[config.mk]
export PLATFORM = sky130hd
export DESIGN_NAME = framebuffer_reader
export DESIGN_NICKNAME = d
export VERILOG_FILES = /design/src/rtl/fb_pkg.sv /design/src/rtl/fb_read_pipe.sv /design/src/rtl/framebuffer_reader.sv
export SDC_FILE = /design/constraint.sdc
export NUM_CORES = 1
export LEC_CHECK = 0
export CAP_MARGIN = 20
export CORE_MARGIN = 4
export CORE_UTILIZATION = 35
export CTS_CLUSTER_DIAMETER = 120
export DETAILED_ROUTE_END_ITERATION = 7
export DONT_BUFFER_PORTS = 1
export PLACE_DENSITY = 0.58
export SLEW_MARGIN = 20
export SYNTH_ARGS = -nofsm -noshare
export SYNTH_HDL_FRONTEND = slang
export SYNTH_HIERARCHICAL = 1
export SYNTH_SLANG_ARGS = --single-unit
[constraint.sdc]
create_clock -name i_clk -period 3.95 [get_ports i_clk]
set_input_delay 0.79 -clock i_clk [delete_from_list [all_inputs] [get_ports i_clk]]
set_output_delay 0.79 -clock i_clk [all_outputs]
set_load 0.03 [all_outputs]
[src/rtl/fb_pkg.sv]
// Constants shared by the framebuffer write and read paths: source geometry,
// address width and RGB565 pixel format.
package fb_pkg;
  localparam int FB_H_PIXELS = 320;
  localparam int FB_V_LINES  = 240;
  localparam int FB_ADDR_W   = 18;
  localparam int FB_RGB_W    = 16;
  localparam logic [FB_RGB_W-1:0] FB_BLACK = 16'h0000;
endpackage

[src/rtl/fb_read_pipe.sv]
// Return path for framebuffer reads: delays the request flags to meet the RAM
// data, then registers the pixel, substituting black for out-of-range slots.
module fb_read_pipe
  import fb_pkg::*;
#(
  parameter int RD_LATENCY = 2
) (
  input  logic                i_clk,
  input  logic                i_rst,
  input  logic                i_vld,
  input  logic                i_inrange,
  input  logic [FB_RGB_W-1:0] i_read_data,
  output logic [FB_RGB_W-1:0] o_rgb565,
  output logic                o_rgb565_valid
);

  logic [RD_LATENCY:0] vld_sr;
  logic [RD_LATENCY:0] inr_sr;
  logic [FB_RGB_W-1:0] rgb_p2;
  logic                vld_p2;

  // p0 -> p1: request flags travel RD_LATENCY+1 cycles to align with RAM data
  always_ff @(posedge i_clk) begin
    if (i_rst) begin
      vld_sr <= '0;
      inr_sr <= '0;
    end else begin
      vld_sr <= {vld_sr[RD_LATENCY-1:0], i_vld};
      inr_sr <= {inr_sr[RD_LATENCY-1:0], i_inrange};
    end
  end

  // p1 -> p2: output register; pixel holds while no slot is valid
  always_ff @(posedge i_clk) begin
    if (i_rst) begin
      vld_p2 <= 1'b0;
      rgb_p2 <= FB_BLACK;
    end else begin
      vld_p2 <= vld_sr[RD_LATENCY];
      if (vld_sr[RD_LATENCY]) begin
        rgb_p2 <= inr_sr[RD_LATENCY] ? i_read_data : FB_BLACK;
      end
    end
  end

  assign o_rgb565       = rgb_p2;
  assign o_rgb565_valid = vld_p2;

endmodule

[src/rtl/framebuffer_reader.sv]
// Maps DVI pixel requests onto framebuffer read addresses and returns RGB565
// pixels in order. FRAMEBUFFER_READER_SCALE2X_EN selects 2x pixel/line repeat.
module framebuffer_reader
  import fb_pkg::*;
#(
  parameter int H_PIXELS   = FB_H_PIXELS,
  parameter int V_LINES    = FB_V_LINES,
  parameter int RD_LATENCY = 2
) (
  input  logic                 i_clk,
  input  logic                 i_rst,
  input  logic                 i_frame_start,
  input  logic                 i_line_start,
  input  logic                 i_pixel_req,
  output logic [FB_ADDR_W-1:0] o_read_address,
  output logic                 o_read_enable,
  input  logic [FB_RGB_W-1:0]  i_read_data,
  output logic [FB_RGB_W-1:0]  o_rgb565,
  output logic                 o_rgb565_valid,
  output logic                 o_range_err
);

  localparam int X_W = $clog2(H_PIXELS + 1);
  localparam int L_W = $clog2(2 * V_LINES + 1);
  localparam logic [X_W-1:0]       X_END     = X_W'(H_PIXELS);
  localparam logic [L_W-1:0]       L_END     = L_W'(V_LINES);
  localparam logic [FB_ADDR_W-1:0] LINE_STEP = FB_ADDR_W'(H_PIXELS);

  function automatic logic [X_W-1:0] sat_inc_x(input logic [X_W-1:0] v);
    return (v == X_END) ? v : v + 1'b1;
  endfunction

  function automatic logic [L_W-1:0] sat_inc_line(input logic [L_W-1:0] v);
    return (v == {L_W{1'b1}}) ? v : v + 1'b1;
  endfunction

  logic [L_W-1:0]       out_line_q, out_line_d;
  logic [X_W-1:0]       src_x_q, src_x_d;
  logic [FB_ADDR_W-1:0] line_base_q, line_base_d;
  logic                 line_open_q, line_open_d;
  logic                 first_pend_q, first_pend_d;
  logic                 err_q, err_d;
`ifdef FRAMEBUFFER_READER_SCALE2X_EN
  logic                 x_phase_q, x_phase_d;
`endif

  logic [L_W-1:0]       src_line_p0;
  logic                 vld_p0;
  logic                 inrange_p0;
  logic [FB_ADDR_W-1:0] addr_p0;
  logic                 rd_en_p1;
  logic [FB_ADDR_W-1:0] rd_addr_p1;

  // p0: frame_start, then line_start, then the request on updated counters
  always_comb begin
    out_line_d   = out_line_q;
    src_x_d      = src_x_q;
    line_base_d  = line_base_q;
    line_open_d  = line_open_q;
    first_pend_d = first_pend_q;
    err_d        = err_q;
`ifdef FRAMEBUFFER_READER_SCALE2X_EN
    x_phase_d    = x_phase_q;
`endif

    if (i_frame_start) begin
      out_line_d   = '0;
      line_base_d  = '0;
      line_open_d  = 1'b0;
      first_pend_d = 1'b1;
      err_d        = 1'b0;
    end

    if (i_line_start) begin
      src_x_d     = '0;
      line_open_d = 1'b1;
`ifdef FRAMEBUFFER_READER_SCALE2X_EN
      x_phase_d   = 1'b0;
`endif
      if (!first_pend_d) begin
        out_line_d = sat_inc_line(out_line_d);
`ifdef FRAMEBUFFER_READER_SCALE2X_EN
        if (!out_line_d[0] && ((out_line_d >> 1) < L_END)) begin
`else
        if (out_line_d < L_END) begin
`endif
          line_base_d = line_base_d + LINE_STEP;
        end
      end
      first_pend_d = 1'b0;
    end

`ifdef FRAMEBUFFER_READER_SCALE2X_EN
    src_line_p0 = out_line_d >> 1;
`else
    src_line_p0 = out_line_d;
`endif
    vld_p0     = i_pixel_req;
    inrange_p0 = i_pixel_req && line_open_d && (src_x_d < X_END) && (src_line_p0 < L_END);
    addr_p0    = line_base_d + FB_ADDR_W'(src_x_d);

    if (i_pixel_req) begin
`ifdef FRAMEBUFFER_READER_SCALE2X_EN
      if (x_phase_d) begin
        src_x_d = sat_inc_x(src_x_d);
      end
      x_phase_d = ~x_phase_d;
`else
      src_x_d = sat_inc_x(src_x_d);
`endif
      if (!inrange_p0) begin
        err_d = 1'b1;
      end
    end
  end

  // p0 -> p1: counter state and RAM read strobe
  always_ff @(posedge i_clk) begin
    if (i_rst) begin
      out_line_q   <= '0;
      src_x_q      <= '0;
      line_base_q  <= '0;
      line_open_q  <= 1'b0;
      first_pend_q <= 1'b1;
      err_q        <= 1'b0;
`ifdef FRAMEBUFFER_READER_SCALE2X_EN
      x_phase_q    <= 1'b0;
`endif
      rd_en_p1     <= 1'b0;
      rd_addr_p1   <= '0;
    end else begin
      out_line_q   <= out_line_d;
      src_x_q      <= src_x_d;
      line_base_q  <= line_base_d;
      line_open_q  <= line_open_d;
      first_pend_q <= first_pend_d;
      err_q        <= err_d;
`ifdef FRAMEBUFFER_READER_SCALE2X_EN
      x_phase_q    <= x_phase_d;
`endif
      rd_en_p1     <= inrange_p0;
      if (inrange_p0) begin
        rd_addr_p1 <= addr_p0;
      end
    end
  end

  assign o_read_enable  = rd_en_p1;
  assign o_read_address = rd_addr_p1;
  assign o_range_err    = err_q;

  fb_read_pipe #(
    .RD_LATENCY(RD_LATENCY)
  ) u_pipe (
    .i_clk         (i_clk),
    .i_rst         (i_rst),
    .i_vld         (vld_p0),
    .i_inrange     (inrange_p0),
    .i_read_data   (i_read_data),
    .o_rgb565      (o_rgb565),
    .o_rgb565_valid(o_rgb565_valid)
  );

endmodule

After elaboration in Yosys (flattened, before gate mapping). Cells that the tools add are included.

Add/subtract/negate cells: 4. $lt $le $gt $ge: 3. Equality and inequality tests: 2. Muxes and demuxes: 19. Reductions and logical operators: 3.

Operators with widths (count): $mux W18 (4); $mux W9 (7); $add A18 B9 Y18 (1); $add A18 B9 Y18 const B (1); $add A9 B1 Y9 const B (2); $eq A9 B9 Y1 const B (2); $lt A9 B8 Y1 const B (2); $mux W16 (1); $lt A9 B9 Y1 const B (1); $mux W1 (7); $logic_and A1 B1 Y1 (3).

Bits in registers: 81. Input bits: 21. Output and inout port bits: 37. Logic and storage cells: 43.

Longest topological paths before layout. Gate-level depths: netlist of run 1.

Word-level depth: 9. Depth in mapped cells: 13. Depth with buffers taken out: 12.

Modules after synthesis. The synthesis of run 1 kept the hierarchy.

Modules (own cells, without submodules): framebuffer_reader (instances 1, cells an instance 385, area an instance 3314.4 um2, seq. area each 1161.1 um2); fb_read_pipe (instances 1, cells an instance 85, area an instance 819.5 um2, seq. area each 460.4 um2).

Worst setup path before layout of run 1. OpenSTA, ideal clock, no wires.

Kind: input to register. Start point: in i_frame_start. End point: reg rd_addr_p1[16] (netlist: o_read_address[16]). Library setup time: 0.091 ns. Arrival time: 3.189 ns. Required time: 3.859 ns. Slack: 0.670 ns. Cell stages on the path: 12. Path buffers: 2. Cell sequence: clkbuf_8 > clkbuf_1 > nor2b_1 > ha_1 > inv_1 > fa_1 > nor2b_1 > o31ai_1 > a211oi_1 > o21ai_2 > or3_1 > a311oi_1.

Longest elaborated chain between the ends: 8. Elaborated cells between the ends (all ways): 20. Classes of those cells: 3 x add/sub; 2 x order compare; 1 x eq/ne; 11 x mux; 3 x reduce/logical.

RTL lines: start, declared (RTL line framebuffer_reader.sv:12) `input logic i_frame_start,`; $mux W9 (RTL line framebuffer_reader.sv:66) `if (i_frame_start) begin`; $add A9 B1 Y9 or $eq A9 B9 Y1 (tied branches) (RTL line framebuffer_reader.sv:34) `return (v == {L_W{1'b1}}) ? v : v + 1'b1;`; $mux W9 (RTL line framebuffer_reader.sv:34); $lt A9 B8 Y1 (RTL line framebuffer_reader.sv:85) `if (out_line_d < L_END) begin`; $mux W18 (RTL line framebuffer_reader.sv:85); $mux W18 (RTL line framebuffer_reader.sv:80) `if (!first_pend_d) begin`; $mux W18 (*) (RTL line framebuffer_reader.sv:74) `if (i_line_start) begin`; net line_base_d[0] (RTL line framebuffer_reader.sv:39) `logic [FB_ADDR_W-1:0] line_base_q, line_base_d;`; $add A18 B9 Y18 (*) (RTL line framebuffer_reader.sv:100) `addr_p0 = line_base_d + FB_ADDR_W'(src_x_d);`; end signal, assigned (RTL line framebuffer_reader.sv:143) `rd_addr_p1 <= addr_p0;`; end, declared (RTL line framebuffer_reader.sv:52) `logic [FB_ADDR_W-1:0] rd_addr_p1;`.

The timed path passes the listed nets; every way through them passes the cells marked *. A chain may end at the register's enable or synchronous reset.

Worst setup path in the final report of run 1.
Start point: reg out_line_q[0]. End point: reg rd_addr_p1[16] (netlist: o_read_address[16]).

Longest elaborated chain between the ends: 8. Elaborated cells between the ends (all ways): 13. Classes of those cells: 2 x add/sub; 2 x order compare; 1 x eq/ne; 7 x mux; 1 x reduce/logical.

RTL lines: start, declared (RTL line framebuffer_reader.sv:37) `logic [L_W-1:0] out_line_q, out_line_d;`; start signal, assigned (RTL line framebuffer_reader.sv:132) `out_line_q <= out_line_d;`; $mux W9 (*) (RTL line framebuffer_reader.sv:66); $add A9 B1 Y9 or $eq A9 B9 Y1 (tied branches) (RTL line framebuffer_reader.sv:34); $mux W9 (*) (RTL line framebuffer_reader.sv:34); $lt A9 B8 Y1 (*) (RTL line framebuffer_reader.sv:85); $mux W18 (*) (RTL line framebuffer_reader.sv:85); $mux W18 (*) (RTL line framebuffer_reader.sv:80); $mux W18 (*) (RTL line framebuffer_reader.sv:74); net line_base_d[6] (RTL line framebuffer_reader.sv:39); $add A18 B9 Y18 (*) (RTL line framebuffer_reader.sv:100).

Marks and branches as above.

==> results of run 1 <==
## worst max-delay path, delay by kind of cell (launching register included)
kind | cells | cell delay (ps)
simple gates | 1 | 390
xor+xnor | 1 | 200
flops | 1 | 430
compound gates | 7 | 1910
fa+ha+maj | 1 | 340
## path summary, 6_finish.rpt
check        cells past startpoint                 end        startpoint
max                             10  o_read_address[16]     out_line_q[0]
min                              1    u_pipe/inr_sr[1]  u_pipe/inr_sr[0]
max reg2reg                     10  o_read_address[16]     out_line_q[0]
min reg2reg                      1    u_pipe/inr_sr[1]  u_pipe/inr_sr[0]
## metrics by stage
stage          cells  total power, mW  hold slack, ps  area (sq um)
2_1_floorplan    470           0.9359           413.8          4134
3_3_place_gp     594           0.9289           417.4          4175
5_1_grt          610            1.831           460.8          4481
4_1_cts          610            1.786           438.3          4481
3_5_place_dp     594           0.9300           423.1          4175
6_report         610            1.761           437.3          4481
## registers in the layout, indices dropped and copies added (netlist names), 3 cells and up
name             flops
u_pipe/inr_sr        3
out_line_q           9
u_pipe/o_rgb565     16
u_pipe/vld_sr        3
src_x_q              9
o_read_address      18
line_base_q         18
## metal layers
| metal | vias up | wire, um | global-route usage, % |
|---|---|---|---|
| met5 | - | 0 | 0 |
| met4 | 0 | 128 | 4.434 |
| met3 | 9 | 497 | 4.767 |
| met2 | 57 | 4327 | 21.31 |
| li1 | 1631 | - | - |
| met1 | 1474 | 4072 | 17.76 |
## logic make-up (layout without fill, tap and decap cells)
group,after synthesis,count (layout),share of synthesized area (%)
mux,10,10,2.421
buf+inv,38,35,5.902
flops,81,81,39.23
compound gates,94,94,16.01
xor+xnor,27,27,5.720
fa+ha+maj,13,13,4.116
simple gates,207,207,26.60
## cell type report
cell class / count / share of cell area, %
Inverter: 13 / 1.089
Clock inverter: 6 / 1.480
Multi-Input combinational cell: 351 / 50.91
Sequential cell: 81 / 36.19
Timing Repair Buffer: 6 / 1.005
Tap cell: 143 / 3.993
Clock buffer: 10 / 5.334
## Yosys cell counts (12+ instances only)
| cell | n | share of area (%) |
|---|---|---|
| a211oi_1 | 12 | 2.2 |
| a21oi_1 | 33 | 4.0 |
| dfxtp_1 | 81 | 39 |
| ha_1 | 12 | 3.6 |
| inv_1 | 13 | 1.2 |
| nand2_1 | 29 | 2.6 |
| nand2b_1 | 19 | 2.9 |
| nand3_1 | 25 | 3.0 |
| nor2_1 | 53 | 4.8 |
| nor2b_1 | 37 | 5.6 |
| o21ai_0 | 13 | 1.6 |
| xnor2_1 | 19 | 4.0 |
## power breakdown
part           switching (mW)  internal [mW]
clock network           0.342          0.508
logic                  0.0278         0.0245
registers              0.0278          0.831
==> results.cfg, run 1 <==
[clock_network]
cts_max_path_buffers = 2
cts-buffers-inserted = 9
clk_pin_slew_worst_paths_ps = 60
worst_skew_pair.late_latency_ps = 340
cts-htree-levels = 3
cts_resized = 0
cts_setup_buffers = 0
cts_tree = yes
cts_root_buffer = clkbuf_16
cts.sinks = 81
postCtsHoldBufs = 0

[detailed_routing]
drt-total-wl_mm = 9.025
firstDrtPassIters = 4
viasPerCell = 5.198
drc = 0
wl_per_cell_um = 14.80
vias = 3171
drt_iter0_drc = 110
drtAntennaViolNets = 0

[grt]
grt_usage_pct = 13.68
antenna_found_initial = 0
grt_max_degree = 78
grt_pass1_wl_mm = 14.89
grt_overflow = 0
grt_pass1_vias = 2957

[timing]
layout_min_cycle_time_ps = 3347
worstMarginPinSlew_ps = 871.6
max_slew_margin_pct = 40.39
finClkSkew_ps = 5.979
fmax_ghz = 0.2988
maxSlewViolCount = 0
finalCritPeriodShare_pct = 84.72
setup_violations = 0
tns_ps = 0
setup_slack_ps = 603.4
rsz0062_at_grt = false
hold_viol = 0

[logic_synthesis]
synth_cells = 470
syn-cell-area_sq_um = 4134
yosysWarnings = 6
synthArstFlopShare_pct = 0
ys_seq_area_share_pct = 39.23
ys_types = 62
synth_edf_count = 0
ys.flop_type = dfxtp_1
synth.ff_latch_count = 81
synth_nets = 504
syn_avg_cell_area_sq_um = 8.796

[place]
gp_congestion = 0.8130
place_ws_ps = 413.4
dpl.hpwl_mm = 6.416
io_buffer_count = 0

[critical_path]
crit_type = reg2reg
cpMostUsedCell = o21ai_0
crit_path_start_kind = register
cp_data_arrival_time_ps = 3600
endpoint_kind = register
regToRegSetupSlack_ps = 600
critPathMaxStageDelay_ps = 590
worstPathMaxFanout = 7
cp_data_required_time_ps = 4200
cp_slowest_cell = o21ai_0
path_cells = a41oi_1 -> o21ai_0 -> xnor2_1 -> ha_1 -> o21ai_0 -> o2bb2ai_1 -> a211oi_1 -> o21ai_2 -> or3_1 -> a311oi_1

[cells_and_area]
seq_area_sq_um = 1622
num_antenna_cells = 0
n_fill_cell = 1153
area.growth.synth_to_final_pct = 8.384
final_common_cell = dfxtp_1
layout_common_cells = dfxtp_1 (81), nor2_1 (53), nor2b_1 (37)
utilization_pct = 39.07
finish.net_count = 496
multiInputGateArea_sq_um = 2281
drive_gt1_share_pct = 8.779

[floorplan]
die_y_um = 116.7
ios = 58
core-area_sq_um = 11470
die_w_um = 116.7
start_util_pct = 36.05
num_rows = 39
die-area_sq_um = 13610

[flow_run]
drv_cap = 0

[power_and_ir_drop]
power_density_nw_per_um2 = 392.9
p_leak_nw = 1.622
ir_worst_vdd_mv = 0.2314

[hold_path]
min_path_type = reg2reg

[run_status]
status = complete, no violations
Power figures use the tool's default switching activity.
==> inputs of run 2 (changes only) <==
==> constraint.sdc (replaced) <==
create_clock -name i_clk -period 3.2 [get_ports i_clk]
set_input_delay 0.64 -clock i_clk [delete_from_list [all_inputs] [get_ports i_clk]]
set_output_delay 0.64 -clock i_clk [all_outputs]
set_load 0.03 [all_outputs]
==> results.cfg, run 2 (synthesis results as in run 1) <==
[detailed_routing]
firstDrtPassIters = 4
drt-total-wl_mm = 9.286
drc = 0
viasPerCell = 5.212
drt_iter0_drc = 154
wl_per_cell_um = 15.05
vias = 3216
drtAntennaViolNets = 0

[clock_network]
cts_root_buffer = clkbuf_16
cts_tree = yes
postCtsHoldBufs = 0
clk_pin_slew_worst_paths_ps = 60
worst_skew_pair.late_latency_ps = 340
cts-buffers-inserted = 9
cts.sinks = 81
cts_max_path_buffers = 2
cts-htree-levels = 3

[cells_and_area]
seq_area_sq_um = 1622
layout_common_cells = dfxtp_1 (81), nor2_1 (53), nor2b_1 (37)
area.growth.synth_to_final_pct = 9.776
n_fill_cell = 1131
final_common_cell = dfxtp_1
drive_gt1_share_pct = 9.916
multiInputGateArea_sq_um = 2281
finish.net_count = 503
final_area_sq_um = 4538
num_antenna_cells = 0

[timing]
setup_violations = 0
layout_min_cycle_time_ps = 2822
fmax_ghz = 0.3544
tns_ps = 0
worstMarginPinSlew_ps = 809.3
finalCritPeriodShare_pct = 88.18
maxSlewViolCount = 0
max_slew_margin_pct = 45.98
hold_viol = 0
finClkSkew_ps = 8.524
rsz0062_at_grt = false

[grt]
grt_overflow = 0
grt_pass1_wl_mm = 15.66
antenna_found_initial = 0
grt_usage_pct = 14.39
grt_max_degree = 78
grt_pass1_vias = 3197

[critical_path]
cp_data_arrival_time_ps = 3070
cp_slowest_cell = or4b_4
regToRegSetupSlack_ps = 380
cp-startpoint = out_line_q[8]
critPathMaxStageDelay_ps = 550
crit_path_start_kind = register
cp_data_required_time_ps = 3450
endpoint_kind = register
cpMostUsedCell = nand2_1
reg2reg_to = o_read_address[16]
crit_type = reg2reg
path_cells = or4b_4 -> a21oi_1 -> nand2_1 -> nand2_1 -> ha_1 -> nor2_1 -> o2bb2ai_1 -> a211oi_1 -> buf_4 -> o21ai_2 -> or3_1 -> a311oi_1
worstReg2RegStart = out_line_q[8]
worstPathMaxFanout = 6
crit_path_end = o_read_address[16]
worstRegToRegCells = 12

[place]
dpl.hpwl_mm = 6.575
io_buffer_count = 0
gp_congestion = 0.8516
placed_cell_area_sq_um = 4240

[floorplan]
core-area_sq_um = 11470
ios = 58
num_rows = 39
die_y_um = 116.7
start_util_pct = 36.05
die-area_sq_um = 13610
die_w_um = 116.7

[flow_run]
drv_cap = 0

[power_and_ir_drop]
power_density_nw_per_um2 = 475.5
p_leak_nw = 1.661
ir_worst_vdd_mv = 0.3204

[hold_path]
min_path_type = in2reg

[run_status]
status = complete, no violations
## run 2: changes by cell type in the layout (fill, tap and decap cells not counted)
| cell | change |
|---|---|
| o21ai_1 | +1 |
| inv_6 | -1 |
| buf_4 | +6 |
| clkinvlp_4 | -1 |
| buf_12 | +1 |
| o21ai_0 | -1 |
| clkbuf_1 | +1 |
| clkinv_2 | +1 |
## run 2: report_power, final
| part | internal [mW] | switching, mW | total, mW |
|---|---|---|---|
| logic | 0.0330 | 0.0347 | 0.0677 |
| registers | 1.03 | 0.0339 | 1.06 |
| clock network | 0.623 | 0.408 | 1.03 |
| total | 1.68 | 0.477 | 2.16 |
## run 2: critical path: cells and delay by family, from the launching register on
kind | cells | cell delay [ps]
AO/OA/AOI/OAI | 5 | 860
buffers and inverters | 1 | 150
adder cells (fa/ha/maj) | 1 | 210
flip-flops | 1 | 360
AND/OR/NAND/NOR | 5 | 1160
## run 2: worst min path at each step
stage | start | slack [ps] | cells after the start | end
2_1_floorplan | u_pipe/inr_sr[0] | 410 | 1 | u_pipe/inr_sr[1]
3_3_place_gp | u_pipe/vld_sr[1] | 420 | 1 | u_pipe/vld_sr[2]
3_5_place_dp | u_pipe/inr_sr[1] | 420 | 1 | u_pipe/inr_sr[2]
4_1_cts | i_rst | 350 | 1 | u_pipe/o_rgb565[1]
5_1_grt | i_rst | 350 | 1 | u_pipe/o_rgb565[1]
6_report | i_rst | 370 | 1 | u_pipe/o_rgb565[12]
## run 2: layer usage
layer | vias up | part of all wire, % | wire (um) | global-route usage, %
li1 | 1644 | - | - | -
met3 | 17 | 5.3 | 489 | 5.233
met2 | 55 | 47 | 4364 | 22.68
met5 | - | 0 | 0 | 0
met1 | 1500 | 46 | 4286 | 18.26
met4 | 0 | 1.6 | 146 | 4.817
## run 2: through the flow
step	hold WS [ps]	power (mW)	utilization (%)	worst slack [ps]	cells
2_1_floorplan	413.8	1.155	-	69.61	470
3_5_place_dp	420.4	1.150	36.98	58.52	601
4_1_cts	351.4	2.187	39.57	313.3	617
5_1_grt	350.3	2.243	39.57	47.68	617
3_3_place_gp	417.6	1.148	36.98	133.3	601
6_report	371.0	2.158	39.57	378.3	617
## run 2: final cells by class
cell class	instances	share of cell area [%]
multi-input combinational	351	50.26
sequential	81	35.73
clock buffer	11	5.349
tap	143	3.943
timing repair buffer	13	2.426
clock inverter	5	1.213
inverter	13	1.075
## run 2: repair_timing
item                       4_1_cts  5_1_grt
resized for setup                0        1
setup endpoints to repair        0        1
hold endpoints to repair         0        0
buffers inserted                 0        0
==> inputs of run 3 (changes only) <==
--- a/config.mk
+++ b/config.mk
@@ -11,7 +11,6 @@
 export CTS_CLUSTER_DIAMETER = 120
 export DETAILED_ROUTE_END_ITERATION = 7
 export DONT_BUFFER_PORTS = 1
-export PLACE_DENSITY = 0.58
 export SLEW_MARGIN = 20
 export SYNTH_ARGS = -nofsm -noshare
 export SYNTH_HDL_FRONTEND = slang
==> results.cfg, run 3 (synthesis results as in run 1) <==
[power_and_ir_drop]
p_comb_share_pct = 3.0
p_leak_nw = 1.652
fin_total_pwr_mw = 2.226
netSwitchingFraction_pct = 21.83
power_density_nw_per_um2 = 491.5
internal_power_mw = 1.740
clkPwrFrac_pct = 49.5
pwr-share-seq_pct = 47.6
ir_worst_vdd_mv = 0.2547
power.switching_mw = 0.4859

[critical_path]
crit_type = reg2reg
cp_data_required_time_ps = 3440
crit_path_start_kind = register
cp_data_arrival_time_ps = 3060
worstReg2RegStart = out_line_q[8]
worstRegToRegCells = 11
reg2reg_to = o_read_address[16]
regToRegSetupSlack_ps = 380
worstPathMaxFanout = 6
endpoint_kind = register

[place]
placed_cell_area_sq_um = 4205
io_buffer_count = 0
gp_congestion = 0.8596
dpl.hpwl_mm = 6.415
dpl.cell_count = 598

[timing]
maxSlewViolCount = 0
finClkSkew_ps = 4.104
rsz0062_at_grt = false
max_slew_margin_pct = 43.76
worstMarginPinSlew_ps = 822.3
setup_violations = 0
hold_ws_ps = 376.9
fmax_ghz = 0.3551
layout_min_cycle_time_ps = 2816
hold_viol = 0
finalCritPeriodShare_pct = 87.99

[clock_network]
cts_root_buffer = clkbuf_16
cts-buffers-inserted = 9
worst_skew_pair.late_latency_ps = 330
cts-htree-levels = 3
clk_pin_slew_worst_paths_ps = 60
cts_max_path_buffers = 2
cts.sinks = 81
cts_tree = yes

[hold_path]
hp-start = i_rst
min_path_type = in2reg
worstHoldEndpoint = u_pipe/o_rgb565[13]
hold_depth = 1

[cells_and_area]
n_fill_cell = 1138
layout_common_cells = dfxtp_1 (81), nor2_1 (53), nor2b_1 (37)
multiInputGateArea_sq_um = 2286
utilization_pct = 39.50
final_area_sq_um = 4529
final_cells = 614
final_common_cell = dfxtp_1
num_antenna_cells = 0
seq_area_sq_um = 1622
drive_gt1_share_pct = 9.766
area.growth.synth_to_final_pct = 9.564
finish.net_count = 500

[grt]
met3_usage_pct = 3.731
grt_usage_pct = 13.52
use_met2_pct = 21.69
grt_util_met1_pct = 17.31
grt-busiest-layer = met2
grt_overflow = 0
grt_max_degree = 78
grt_pass1_vias = 3143
grt_pass1_wl_mm = 14.97
antenna_found_initial = 0

[flow_run]
drv_cap = 0

[floorplan]
die_w_um = 116.7
die-area_sq_um = 13610
ios = 58
start_util_pct = 36.05
core-area_sq_um = 11470
die_y_um = 116.7
num_rows = 39

[run_status]
status = complete, no violations

[detailed_routing]
drtAntennaViolNets = 0
drc = 0
vias = 3228
firstDrtPassIters = 4
drt_iter0_drc = 229
drt-total-wl_mm = 9.057
wl_per_cell_um = 14.75
viasPerCell = 5.257
run 3: repair_timing:
action / 4_1_cts / 5_1_grt
setup buffers: 0 / 0
gates resized for setup: 0 / 2
hold buffers: 0 / 0
endpoints found under the setup margin: 0 / 2
run 3: power groups by stage:
stage | clock network [mW] | registers (mW) | logic (mW)
final | 1.10 | 1.06 | 0.0665
after global routing | 1.17 | 1.06 | 0.0753
after CTS | 1.12 | 1.06 | 0.0674
after detailed placement | 0 | 1.08 | 0.0668
after global placement | 0 | 1.08 | 0.0660
after floorplan | 0 | 1.07 | 0.0807
run 3: layout make-up:
type / count / area share [%]
multi-input combinational: 351 / 50.47
tap: 143 / 3.950
clock buffer: 9 / 4.972
timing repair buffer: 10 / 1.657
clock inverter: 7 / 2.072
inverter: 13 / 1.077
sequential: 81 / 35.80
run 3: stage by stage:
stage | setup TNS [ps] | setup slack, ps
floorplan | 0 | 69.61
global placement | 0 | 26.41
detailed placement | -58.55 | -47.75
CTS | 0 | 180.6
global route | 0 | 66.38
finish | 0 | 384.2
run 3: critical path, cell delays in order (launching register included):
cell       delay (ps)
dfxtp_1           350
or4b_4            550
a21oi_1           190
nand2_1            70
nand2_1            80
ha_1              220
nor2_1             70
o2bb2ai_1         140
a211oi_2          320
o21ai_2           130
or3_1             380
a311oi_1          240
run 3: worst max path at each step:
stage	from	end	slack [ps]	cells past startpoint
2_1_floorplan	i_frame_start	o_read_address[16]	70	12
3_3_place_gp	i_frame_start	o_read_address[16]	30	11
3_5_place_dp	i_frame_start	o_read_address[16]	-50	11
4_1_cts	out_line_q[0]	o_read_address[16]	180	10
5_1_grt	out_line_q[8]	o_read_address[16]	70	10
6_report	out_line_q[8]	o_read_address[16]	380	11
run 3: routing by layer:
metal	share of wire, %	vias to the layer above
li1	-	1643
met1	45	1501
met2	48	69
met3	4.9	15
met4	1.5	0
met5	0	-
==> variant, RTL diff (settings of run 2) <==
The option `FRAMEBUFFER_READER_SCALE2X_EN` is turned on by a define.
--- a/src/rtl/framebuffer_reader.sv
+++ b/src/rtl/framebuffer_reader.sv
@@ -1,5 +1,7 @@
 // Maps DVI pixel requests onto framebuffer read addresses and returns RGB565
 // pixels in order. FRAMEBUFFER_READER_SCALE2X_EN selects 2x pixel/line repeat.
+`define FRAMEBUFFER_READER_SCALE2X_EN
+
 module framebuffer_reader
   import fb_pkg::*;
 #(
Behaviour: not the same (Yosys sat finds a counterexample within 4 cycles, from zero or initial values and one cycle with i_rst high).
==> variant against run 2 <==
- global-route usage is 0.72 points lower
- die area is 0.39% higher
- hold slack got worse by 0.0057 ns
- maximum frequency shrank 9.2%
- first-iteration DRC count grew 30%
- wire length is 0.95% lower
- power is 2.7% lower
- sequential cell count grew 1
- highest routed layer unchanged
- area after synthesis up 0.42%
- worst setup slack worse by 0.29 ns
- design area is 7.2% higher
==> variant: results (changes against run 2) <==
{| class="wikitable"
! Metric !! Value
|-
| Outcome || complete, no violations
|-
| GRT Resource Usage Total || 0.137 (-0.00716)
|-
| Ranking of synthesized cells by area || sky130_fd_sc_hd__dfxtp_1 40%, sky130_fd_sc_hd__nor2b_1 6.0%, sky130_fd_sc_hd__nor2_1 5.4%, sky130_fd_sc_hd__ha_1 3.9%, sky130_fd_sc_hd__xnor2_1 3.6%
|-
| Wirelength per Cell || 14.4 um (-4.4%)
|-
| Maximum number of pins on one net before global-route repair || 83 (+6.4%)
|-
| Via count of the first global-routing pass || 3148 (-1.5%)
|-
| Ratio of cells with drive above 1 in the final layout || 0.165 (+0.0662)
|-
| Number of cells in the design after placement || 616 (+2.5%)
|-
| Share of cell area taken by muxes after synthesis || 0.0347 (+0.0104)
|-
| Net total in the final layout || 526 (+4.6%)
|-
| Max FO, Critical Path || 3 (-3)
|-
| Compound-Gate Fraction of Synth Area || 0.143 (-0.0170)
|-
| Detailed placement HPWL || 6.47 mm (-1.6%)
|-
| Remaining max-slew budget at the tightest pin || 0.460 (+0.000685)
|-
| Count of distinct cell types in the synthesized netlist || 59 (-4.8%)
|-
| Count of filler cells inserted in the layout || 1125 (-0.53%)
|-
| Final std cells w/o fill || 639 (+3.6%)
|-
| Average footprint of a synthesized cell || 8.81 um2 (+0.21%)
|-
| Peak ir drop on the vdd network || 283 uV (-12%)
|-
| Capture instance of the worst register-to-register path || o_read_address[15]
|-
| Adder-Cell Fraction of Synth Area || 0.0440 (+0.00284)
|-
| Final Wtd Congestion || 0.845 (-0.76%)
|-
| Ratio of routed vias to standard cells || 5.21 (about the same)
|-
| Most instantiated cells after synthesis || 82 x sky130_fd_sc_hd__dfxtp_1, 60 x sky130_fd_sc_hd__nor2_1, 40 x sky130_fd_sc_hd__nor2b_1
|-
| Drt initial violations || 200 (+30%)
|-
| Post-Synthesis Net Count || 506 (+0.40%)
|-
| Hold slack || 0.365 ns (-0.00569 ns)
|-
| Worst clock skew on the final layout || 0.00715 ns (-0.00138 ns)
|}
==> variant: cell count changes after synthesis, sizes merged, moves of 4 or more <==
cell,before,now
a21oi,33,27
buf,9,13
clkbuf,16,11
nand2,29,18
nand3,25,29
nand4,7,3
nor2,53,60
nor3,7,16
nor4,8,4
o211ai,0,5
xor2,8,14
==> variant: power breakdown <==
part | total, mW | switching [mW] | internal, mW
combinational | 0.0529 | 0.0254 | 0.0274
sequential | 1.06 | 0.0237 | 1.03
clock | 0.991 | 0.435 | 0.556
total | 2.10 | 0.484 | 1.62
==> variant: stage by stage <==
stage                     setup WS, ns  utilization  total power, mW  instance area (um2)
after floorplan                 -0.482            -             1.14                 4260
after global placement          -0.115        0.389             1.13                 4480
after detailed placement        -0.225        0.389             1.13                 4480
after CTS                       0.0101        0.414             2.13                 4770
after global routing            -0.121        0.422             2.18                 4860
final                           0.0909        0.422             2.10                 4860
==> variant: metal layers <==
layer,vias to the layer above,global-route usage,share of wire
met5,-,0,0
met4,0,0.0535,0.014
met3,10,0.0386,0.057
met2,68,0.231,0.49
met1,1576,0.165,0.44
li1,1678,-,-
==> variant: critical path, cell delays in order, from the launching register on <==
cell and delay [ns]:
sky130_fd_sc_hd__dfxtp_4 0.35, sky130_fd_sc_hd__nor2b_4 0.16, sky130_fd_sc_hd__ha_4 0.15, sky130_fd_sc_hd__nand4_4 0.12, sky130_fd_sc_hd__xor2_2 0.16, sky130_fd_sc_hd__o21a_1 0.20
sky130_fd_sc_hd__nand3_4 0.10, sky130_fd_sc_hd__buf_4 0.15, sky130_fd_sc_hd__mux2_4 0.31, sky130_fd_sc_hd__ha_4 0.28, sky130_fd_sc_hd__nand2_2 0.05, sky130_fd_sc_hd__o21ai_2 0.16
sky130_fd_sc_hd__o211ai_1 0.18, sky130_fd_sc_hd__buf_4 0.19, sky130_fd_sc_hd__nor3_2 0.16, sky130_fd_sc_hd__xor2_1 0.09, sky130_fd_sc_hd__a211oi_1 0.22
==> variant: timing repair <==
action / 4_1_cts / 5_1_grt
hold endpoints to repair: 0 / 0
resized for setup: 0 / 9
setup endpoints to repair: 0 / 7
buffers inserted: 0 / 6
==> variant: area by class of cell <==
class,count,area share
well taps,143,0.0368
repair buffers,33,0.0517
inverters,11,0.00849
clock inverters,6,0.0105
multi-input cells,354,0.505
flip-flops and latches,82,0.339
clock buffers,10,0.0491
==> variant: worst max path at each step <==
stage	slack (ns)	start	cells after the start	to
finish	0.09	out_line_q[1]	16	o_read_address[15]
global route	-0.12	out_line_q[0]	17	o_read_address[15]
CTS	0.01	out_line_q[1]	16	o_read_address[15]
detailed placement	-0.22	i_frame_start	16	o_read_address[15]
global placement	-0.12	i_frame_start	16	o_read_address[15]
floorplan	-0.48	i_frame_start	18	o_read_address[15]
